$ cat src/rtl/wb_arbiter_if.sv
// Write-back arbiter bus bundle: both producer handshakes, the register-file
// write port, the hazard query pair and the FIFO occupancy.
interface wb_arbiter_if #(
   parameter int DEPTH = 2
) ();
   localparam int CW = $clog2(DEPTH) + 1;

   logic          a_valid;
   logic          a_ready;
   logic [4:0]    a_rd;
   logic [31:0]   a_data;

   logic          b_valid;
   logic          b_ready;
   logic [4:0]    b_rd;
   logic [31:0]   b_data;

   logic          wb_we;
   logic [4:0]    wb_rd;
   logic [31:0]   wb_data;

   logic [4:0]    rs1;
   logic [4:0]    rs2;
   logic          busy1;
   logic          busy2;

   logic [CW-1:0] b_count;

   // Arbiter side
   modport slave (
      input  a_valid, a_rd, a_data,
      input  b_valid, b_rd, b_data,
      input  rs1, rs2,
      output a_ready, b_ready,
      output wb_we, wb_rd, wb_data,
      output busy1, busy2, b_count
   );

   // Producer / regfile / issue side
   modport master (
      output a_valid, a_rd, a_data,
      output b_valid, b_rd, b_data,
      output rs1, rs2,
      input  a_ready, b_ready,
      input  wb_we, wb_rd, wb_data,
      input  busy1, busy2, b_count
   );
endinterface

$ cat src/rtl/wb_arbiter.sv
// Write-back arbiter for the single regfile write port.
// Source A (high priority, unbuffered) wins the port unless the starvation
// counter says B has waited STARVE_LIMIT A-wins; source B is queued in a
// small FIFO. busy1/busy2 flag pending writes to rs1/rs2 from the FIFO or
// from the registered write-back stage.
module wb_arbiter #(
   parameter int DEPTH        = 2,
   parameter int STARVE_LIMIT = 4
) (
   input  logic         clk,
   input  logic         rst,
   wb_arbiter_if.slave  bus
);
   localparam int AW = $clog2(DEPTH);
   localparam int CW = AW + 1;
   localparam int SW = $clog2(STARVE_LIMIT + 1);
   localparam logic [CW-1:0] FULL_CNT = CW'(DEPTH);
   localparam logic [SW-1:0] LIMIT    = SW'(STARVE_LIMIT);

   logic [4:0]    rd_mem_q   [DEPTH];
   logic [31:0]   data_mem_q [DEPTH];
   logic [DEPTH-1:0] vld_q;
   logic [AW-1:0] wr_ptr_q, rd_ptr_q;
   logic [CW-1:0] count_q, count_d;
   logic [SW-1:0] starve_q, starve_d;

   logic          wb_we_q, wb_we_d;
   logic [4:0]    wb_rd_q, wb_rd_d;
   logic [31:0]   wb_data_q, wb_data_d;

   logic          empty, full, force_b;
   logic          push, pop, a_win;
   logic          busy1_hit, busy2_hit;

   // Handshake and port selection
   always_comb begin
      empty   = (count_q == '0);
      full    = (count_q == FULL_CNT);
      force_b = (starve_q == LIMIT) && !empty;
      a_win   = bus.a_valid && !force_b;
      push    = bus.b_valid && !full;
      pop     = !a_win && !empty;
   end

   // Next-state for occupancy, starvation counter and write-back stage
   always_comb begin
      count_d = count_q;
      case ({push, pop})
         2'b10:   count_d = count_q + CW'(1);
         2'b01:   count_d = count_q - CW'(1);
         default: count_d = count_q;
      endcase

      starve_d = '0;
      if (a_win && !empty) begin
         starve_d = (starve_q == LIMIT) ? starve_q : starve_q + SW'(1);
      end

      // Idle cycles keep the last rd/data; only the strobe drops.
      wb_we_d   = 1'b0;
      wb_rd_d   = wb_rd_q;
      wb_data_d = wb_data_q;
      if (a_win) begin
         wb_we_d   = (bus.a_rd != 5'd0);
         wb_rd_d   = bus.a_rd;
         wb_data_d = bus.a_data;
      end else if (pop) begin
         wb_we_d   = (rd_mem_q[rd_ptr_q] != 5'd0);
         wb_rd_d   = rd_mem_q[rd_ptr_q];
         wb_data_d = data_mem_q[rd_ptr_q];
      end
   end

   // FIFO storage and pointers; push and pop never hit the same slot
   always_ff @(posedge clk or posedge rst) begin
      if (rst) begin
         for (int i = 0; i < DEPTH; i++) begin
            rd_mem_q[i]   <= '0;
            data_mem_q[i] <= '0;
         end
         vld_q    <= '0;
         wr_ptr_q <= '0;
         rd_ptr_q <= '0;
      end else begin
         if (push) begin
            rd_mem_q[wr_ptr_q]   <= bus.b_rd;
            data_mem_q[wr_ptr_q] <= bus.b_data;
            vld_q[wr_ptr_q]      <= 1'b1;
            wr_ptr_q             <= wr_ptr_q + AW'(1);
         end
         if (pop) begin
            vld_q[rd_ptr_q] <= 1'b0;
            rd_ptr_q        <= rd_ptr_q + AW'(1);
         end
      end
   end

   // Occupancy, starvation and registered write port
   always_ff @(posedge clk or posedge rst) begin
      if (rst) begin
         count_q   <= '0;
         starve_q  <= '0;
         wb_we_q   <= 1'b0;
         wb_rd_q   <= '0;
         wb_data_q <= '0;
      end else begin
         count_q   <= count_d;
         starve_q  <= starve_d;
         wb_we_q   <= wb_we_d;
         wb_rd_q   <= wb_rd_d;
         wb_data_q <= wb_data_d;
      end
   end

   // Hazard scoreboard: queued B writes plus the write currently on the port
   always_comb begin
      busy1_hit = wb_we_q && (wb_rd_q == bus.rs1);
      busy2_hit = wb_we_q && (wb_rd_q == bus.rs2);
      for (int i = 0; i < DEPTH; i++) begin
         if (vld_q[i] && (rd_mem_q[i] == bus.rs1)) busy1_hit = 1'b1;
         if (vld_q[i] && (rd_mem_q[i] == bus.rs2)) busy2_hit = 1'b1;
      end
   end

   assign bus.a_ready = !force_b;
   assign bus.b_ready = !full;
   assign bus.b_count = count_q;
   assign bus.wb_we   = wb_we_q;
   assign bus.wb_rd   = wb_rd_q;
   assign bus.wb_data = wb_data_q;
   assign bus.busy1   = busy1_hit && (bus.rs1 != 5'd0);
   assign bus.busy2   = busy2_hit && (bus.rs2 != 5'd0);
endmodule

$ cat src/flat_wrapper.sv
// flat-port wrapper written by rule: the top's interface ports become plain ports
module wb_arbiter_flat 
#(
   parameter int DEPTH        = 2,
   parameter int STARVE_LIMIT = 4
)
  (clk, rst, bus_a_valid, bus_a_rd, bus_a_data, bus_b_valid, bus_b_rd, bus_b_data, bus_rs1, bus_rs2, bus_a_ready, bus_b_ready, bus_wb_we, bus_wb_rd, bus_wb_data, bus_busy1, bus_busy2, bus_b_count);
  wb_arbiter_if #(.DEPTH(DEPTH)) bus_i ();
  input  logic clk;
  input  logic rst;
  input wire logic [$bits(bus_i.a_valid)-1:0] bus_a_valid;
  input wire logic [$bits(bus_i.a_rd)-1:0] bus_a_rd;
  input wire logic [$bits(bus_i.a_data)-1:0] bus_a_data;
  input wire logic [$bits(bus_i.b_valid)-1:0] bus_b_valid;
  input wire logic [$bits(bus_i.b_rd)-1:0] bus_b_rd;
  input wire logic [$bits(bus_i.b_data)-1:0] bus_b_data;
  input wire logic [$bits(bus_i.rs1)-1:0] bus_rs1;
  input wire logic [$bits(bus_i.rs2)-1:0] bus_rs2;
  output wire logic [$bits(bus_i.a_ready)-1:0] bus_a_ready;
  output wire logic [$bits(bus_i.b_ready)-1:0] bus_b_ready;
  output wire logic [$bits(bus_i.wb_we)-1:0] bus_wb_we;
  output wire logic [$bits(bus_i.wb_rd)-1:0] bus_wb_rd;
  output wire logic [$bits(bus_i.wb_data)-1:0] bus_wb_data;
  output wire logic [$bits(bus_i.busy1)-1:0] bus_busy1;
  output wire logic [$bits(bus_i.busy2)-1:0] bus_busy2;
  output wire logic [$bits(bus_i.b_count)-1:0] bus_b_count;
  assign bus_i.a_valid = bus_a_valid;
  assign bus_i.a_rd = bus_a_rd;
  assign bus_i.a_data = bus_a_data;
  assign bus_i.b_valid = bus_b_valid;
  assign bus_i.b_rd = bus_b_rd;
  assign bus_i.b_data = bus_b_data;
  assign bus_i.rs1 = bus_rs1;
  assign bus_i.rs2 = bus_rs2;
  assign bus_a_ready = bus_i.a_ready;
  assign bus_b_ready = bus_i.b_ready;
  assign bus_wb_we = bus_i.wb_we;
  assign bus_wb_rd = bus_i.wb_rd;
  assign bus_wb_data = bus_i.wb_data;
  assign bus_busy1 = bus_i.busy1;
  assign bus_busy2 = bus_i.busy2;
  assign bus_b_count = bus_i.b_count;
  wb_arbiter #(.DEPTH(DEPTH), .STARVE_LIMIT(STARVE_LIMIT)) u_core (.clk(clk), .rst(rst), .bus(bus_i));
endmodule
$ cat config.mk
export PLATFORM = sky130hd
export DESIGN_NAME = wb_arbiter_flat
export DESIGN_NICKNAME = d
export VERILOG_FILES = /design/src/rtl/wb_arbiter_if.sv /design/src/rtl/wb_arbiter.sv /design/src/flat_wrapper.sv
export SDC_FILE = /design/constraint.sdc
export NUM_CORES = 1
export LEC_CHECK = 0
export CAP_MARGIN = 20
export CORE_MARGIN = 1
export CORE_UTILIZATION = 51
export CTS_CLUSTER_DIAMETER = 50
export DETAILED_ROUTE_END_ITERATION = 8
export PLACE_DENSITY = 0.81
export SYNTH_ARGS = -nofsm -noshare
export SYNTH_HDL_FRONTEND = slang
export SYNTH_SLANG_ARGS = --single-unit
$ cat constraint.sdc
create_clock -name clk -period 5.15 [get_ports clk]
set_input_delay 1.03 -clock clk [delete_from_list [all_inputs] [get_ports clk]]
set_output_delay 1.03 -clock clk [all_outputs]
set_load 0.01 [all_outputs]
Word level (Yosys, flattened, before mapping)
Cells that the tools add are included.

cells by class
  order comparisons = 7
  reduce and logical (&&, ||, !) cells = 27
  mux-type cells = 31
  add/sub/neg operators = 5
  equal/unequal tests = 11
  bitwise operators = 5

operators by type and width
  operator                                                    count
  2-to-1 mux 32 bit                                           6
  bitwise mux 64 bit                                          1
  demux 32 bit (select 1 bit)                                 1
  == test 5 bit                                               6
  2-to-1 mux 5 bit                                            6
  nonzero test 5 bit                                          4
  logical AND 1 bit                                           16
  bitwise mux 10 bit                                          1
  2-to-1 mux 1 bit                                            8
  2-to-1 mux 3 bit                                            2
  demux 5 bit (select 1 bit)                                  1
  == test 2 bit, second input constant                        2
  greater-or-equal comparator 2 bit, second input constant    2
  logical NOT 1 bit                                           4
  less-than comparator 1 x 2 -> 1 bit, second input constant  2
  2-to-1 mux 2 bit                                            2
  inverter 1 -> 2 bit                                         2
  one-hot mux 2 bit (2 select lines)                          1
  nonzero test 2 bit                                          2
  adder 3 x 1 -> 3 bit, second input constant                 1
  == test 3 bit, second input constant                        1
  adder 1 bit, second input constant                          2
  adder 2 x 1 -> 2 bit, second input constant                 1
  bitwise AND 2 bit                                           1
  9 further kinds                                             11

word-level totals
  input port bits = 88
  register bits after elaboration = 121
  output and inout port bits = 44

Logic depth before layout (Yosys ltp)
  depth after elaboration = 9
  gate-level depth with buffers = 8

Worst setup path before layout
OpenSTA, ideal clock, no wires.

  path kind = input -> output
  start point = input port bus_rs1[0]
  end point = output port bus_busy1
  stages on the path = 4
  data arrival time = 1762 ps
  data required time = 4120 ps
  slack = 2358 ps
  path through = xor2_1 nor4_1 a32oi_1 a21oi_1

on the way
  word-level cells in the longest chain between the ends = 5

ends and longest elaborated chain
  element                               line                                  source
  from (decl)                           flat_wrapper.sv:17                    input wire logic [$bits(bus_i.rs1)-1:0] bus_rs1;
  == test 5 bit (on tied branches)      wb_arbiter.sv:117, wb_arbiter.sv:120
  logical AND 1 bit (on tied branches)  wb_arbiter.sv:117, wb_arbiter.sv:120
  2-to-1 mux 1 bit (2 in series)        wb_arbiter.sv:120                     if (vld_q[i] && (rd_mem_q[i] == bus.rs1)) busy1_hit = 1'b1;
  logical AND 1 bit (*)                 wb_arbiter.sv:131                     assign bus.busy1 = busy1_hit && (bus.rs1 != 5'd0);
  to (decl)                             flat_wrapper.sv:24                    output wire logic [$bits(bus_i.busy1)-1:0] bus_busy1;

Every way passes the cells marked *; elsewhere a longest branch is shown, timed or not.

Final worst setup path
Ends and elaborated chain as after synthesis.

==> flow_summary.json <==
{
  "cts_buffers": 17,
  "ys_seq_elements": 121,
  "vias": 4375,
  "grt-ovfl-total": 0,
  "setup_violations": 0,
  "slew_viol_final": 0,
  "ant_nets": 0,
  "die_area_sq_um": 11840,
  "cp-start-kind": "input port",
  "synth_area_leader_cell": "dfrtp_1",
  "max_cap_viol_count": 0,
  "row_count": 38,
  "dp_slack_ns": 1.200,
  "cts_resized": 0,
  "io_buffers": 131,
  "dpl.hpwl_um": 9304,
  "critPathBufInv": 2,
  "worst_slack_ns": 1.145,
  "postCtsSetupBuffers": 0,
  "r2r-start": "u_core.bus.b_count[0]",
  "worst_ir_drop_vdd_v": 0.0003368,
  "cp-end-kind": "output port",
  "finalHoldViolCount": 0,
  "die_h_um": 108.8,
  "power_switching_mw": 1.472,
  "fillCellCount": 790,
  "antenna_found_initial": 0,
  "p_leak_nw": 3.306,
  "drt_pass1_iterations": 4,
  "cp_num_cells": 6,
  "core_area_sq_um": 10980,
  "synth_cells": 491,
  "p_comb_share_pct": 35.6,
  "grt_pass1_wl_um": 22610,
  "clk_path_buf_depth": 2,
  "drt_iter0_drc": 295,
  "crit_slowest_cell": "clkdlybuf4s50_1",
  "avgSynthCellArea_sq_um": 11.85,
  "holdPathEnd": "u_core.starve_q[0]",
  "syn_area_sq_um": 5817,
  "routed_wirelength_um": 14300,
  "design_area_sq_um": 7821,
  "viasPerCell": 5.682,
  "synth_flop_cell": "dfrtp_1",
  "fin_skew_ns": 0.01136,
  "rsz0062_at_grt": "false",
  "cp_top_family": "buffers and inverters",
  "crit_type": "in2out",
  "path_clk_slew_ns": 0.05,
  "io_pins": 132,
  "drt-wirelength-per-cell_um": 18.57,
  "drc": 0,
  "regArea_sq_um": 3029,
  "hp-start": "u_core.starve_q[0]",
  "required_ns": 4.12,
  "timing.critical_path.arrival_ns": 2.97,
  "clock-sinks": 121,
  "worstReg2RegEnd": "u_core.bus.b_count[1]",
  "syn_nets": 581,
  "crit_path_max_incr_delay_ns": 0.55,
  "clkPwrFrac_pct": 25.5,
  "synthArstFlopShare_pct": 100.0,
  "p_int_mw": 3.077,
  "yosys.area.top_type_share_pct": 52.05,
  "area_growth_pct": 34.46,
  "antenna_cells": 0,
  "cts-root-buf": "clkbuf_16",
  "synth_commonest_cells": "121 x dfrtp_1, 69 x a21oi_1, 55 x mux2_2",
  "tns_ns": 0,
  "grt_start_max_net_pins": 91,
  "outcome": "complete, no violations",
  "relSlewSlack_pct": 43.94,
  "min_path_cells": 1,
  "nets": 707,
  "cts_hold_buf": 0,
  "fin_crit_sh_pct": 77.76,
  "grt_pass1_vias": 4611,
  "worst-path-max-fanout": 4,
  "yosysSeqAreaShare_pct": 52.05,
  "crit_top_cell": "clkdlybuf4s50_1",
  "tightestPinTransition_ns": 0.8409,
  "whs_ns": 0.4751,
  "track_usage_pct": 25.37,
  "cts_max_level": 4,
  "r2r_cells": 5,
  "yosysWarningCount": 0,
  "regToRegSetupSlack_ns": 2.64,
  "power_frac_seq_pct": 38.9,
  "synthTopCellsByArea": "dfrtp_1 52%, mux2_2 11%, mux2i_1 6.4%",
  "synthMostInstantiatedCell": "dfrtp_1",
  "holdCritPathClass": "reg2reg",
  "power_mw": 4.549,
  "synth_edf_count": 0,
  "powerDensity_nw_per_um2": 581.6,
  "place_area_sq_um": 7152,
  "gp_congestion": 0.7833,
  "cts_tree": "built",
  "synthDistinctLibCells": 38,
  "start_util_pct": 52.96,
  "drive_above_1_share_pct": 19.52,
  "die_w_um": 108.8,
  "crit_chain": "clkdlybuf4s50_1, xor2_1, nor4_1, a32oi_1, a21oi_1, clkdlybuf4s50_1",
  "clock_latency_ns": 0.41,
  "period_needed_ns": 4.005,
  "multi_input_area_sq_um": 2586,
  "max_freq_mhz": 249.7,
  "swShare_pct": 32.36
}
-- power by group through the flow --
stage	combinational (mW)	clock, mW	sequential [mW]
after floorplan	1.07	0	1.69
after global routing	1.77	1.22	1.82
final	1.62	1.16	1.77
after CTS	1.61	1.17	1.76
after detailed placement	1.59	0	1.77
after global placement	1.54	0	1.73
-- cell usage in the layout (no fill, tap or decap), drive strengths merged --
cell type      instances
a21o                   1
a21oi                 69
a22oi                  5
a31o                   1
a31oi                  1
a32oi                  2
and2                   3
buf                    9
bufinv                 2
clkbuf                19
clkdlybuf4s50        130
clkinv                 4
clkinvlp               4
dfrtp                121
ha                     2
inv                    7
mux2                  74
mux2i                 37
nand2                 39
nand2b                 1
nand3                  4
nand3b                 1
nor2                   5
nor2b                  1
nor3                   3
nor3b                  1
nor4                   6
o211ai                 2
o21ai                 39
o22a                   1
or4                    3
xnor2                  9
xor2                  24
-- cell families after synthesis --
| family | count (synthesis) | synth area share [%] |
|---|---|---|
| DFF | 121 | 52.05 |
| adders and majority gates | 2 | 0.4301 |
| and+or+nand+nor | 67 | 5.657 |
| xor gates and xnor gates | 33 | 4.969 |
| muxes | 111 | 21.92 |
| AOI/OAI and AO/OA | 121 | 11.27 |
| buffers and inverters | 36 | 3.700 |
-- metal layers --
metal / vias to the layer above / routed length (um) / track usage (%)
li1: 1991 / - / -
met4: 0 / 240 / 9.073
met1: 2198 / 6001 / 29.03
met2: 159 / 7056 / 44.39
met5: - / 0 / 0
met3: 27 / 1003 / 8.189
-- stage by stage --
step | utilization [%] | cells
6_report | 71.21 | 770
4_1_cts | 70.46 | 767
2_1_floorplan | - | 491
5_1_grt | 71.21 | 770
3_3_place_gp | 65.12 | 735
3_5_place_dp | 65.12 | 735
-- how the worst max path moves through the flow --
stage                     from                    end  slack (ns)
floorplan                  rst  u_core.bus.b_count[0]        0.91
global placement    bus_rs1[0]              bus_busy1        1.30
detailed placement  bus_rs1[0]              bus_busy1        1.20
CTS                 bus_rs1[0]              bus_busy1        1.19
global route        bus_rs1[0]              bus_busy1        1.03
finish              bus_rs1[0]              bus_busy1        1.15
-- registers in the layout, indices dropped and copies added (netlist names) --
| name | flops |
|---|---|
| u_core.data_mem_q | 64 |
| u_core.bus.wb_data | 32 |
| u_core.rd_mem_q | 10 |
| u_core.bus.wb_rd | 5 |
| u_core.starve_q | 3 |
| u_core.bus.b_count | 2 |
| u_core.vld_q | 2 |
| u_core.bus.wb_we | 1 |
| u_core.rd_ptr_q | 1 |
| u_core.wr_ptr_q | 1 |
-- area by class of cell --
| type | instances | area share, % |
|---|---|---|
| timing repair buffer | 139 | 18.24 |
| clock buffer | 19 | 5.663 |
| multi-input combinational | 334 | 33.07 |
| tap | 140 | 2.240 |
| inverter | 4 | 0.2240 |
| clock inverter | 13 | 1.840 |
| sequential | 121 | 38.73 |
(Power assumes the default switching activity.)
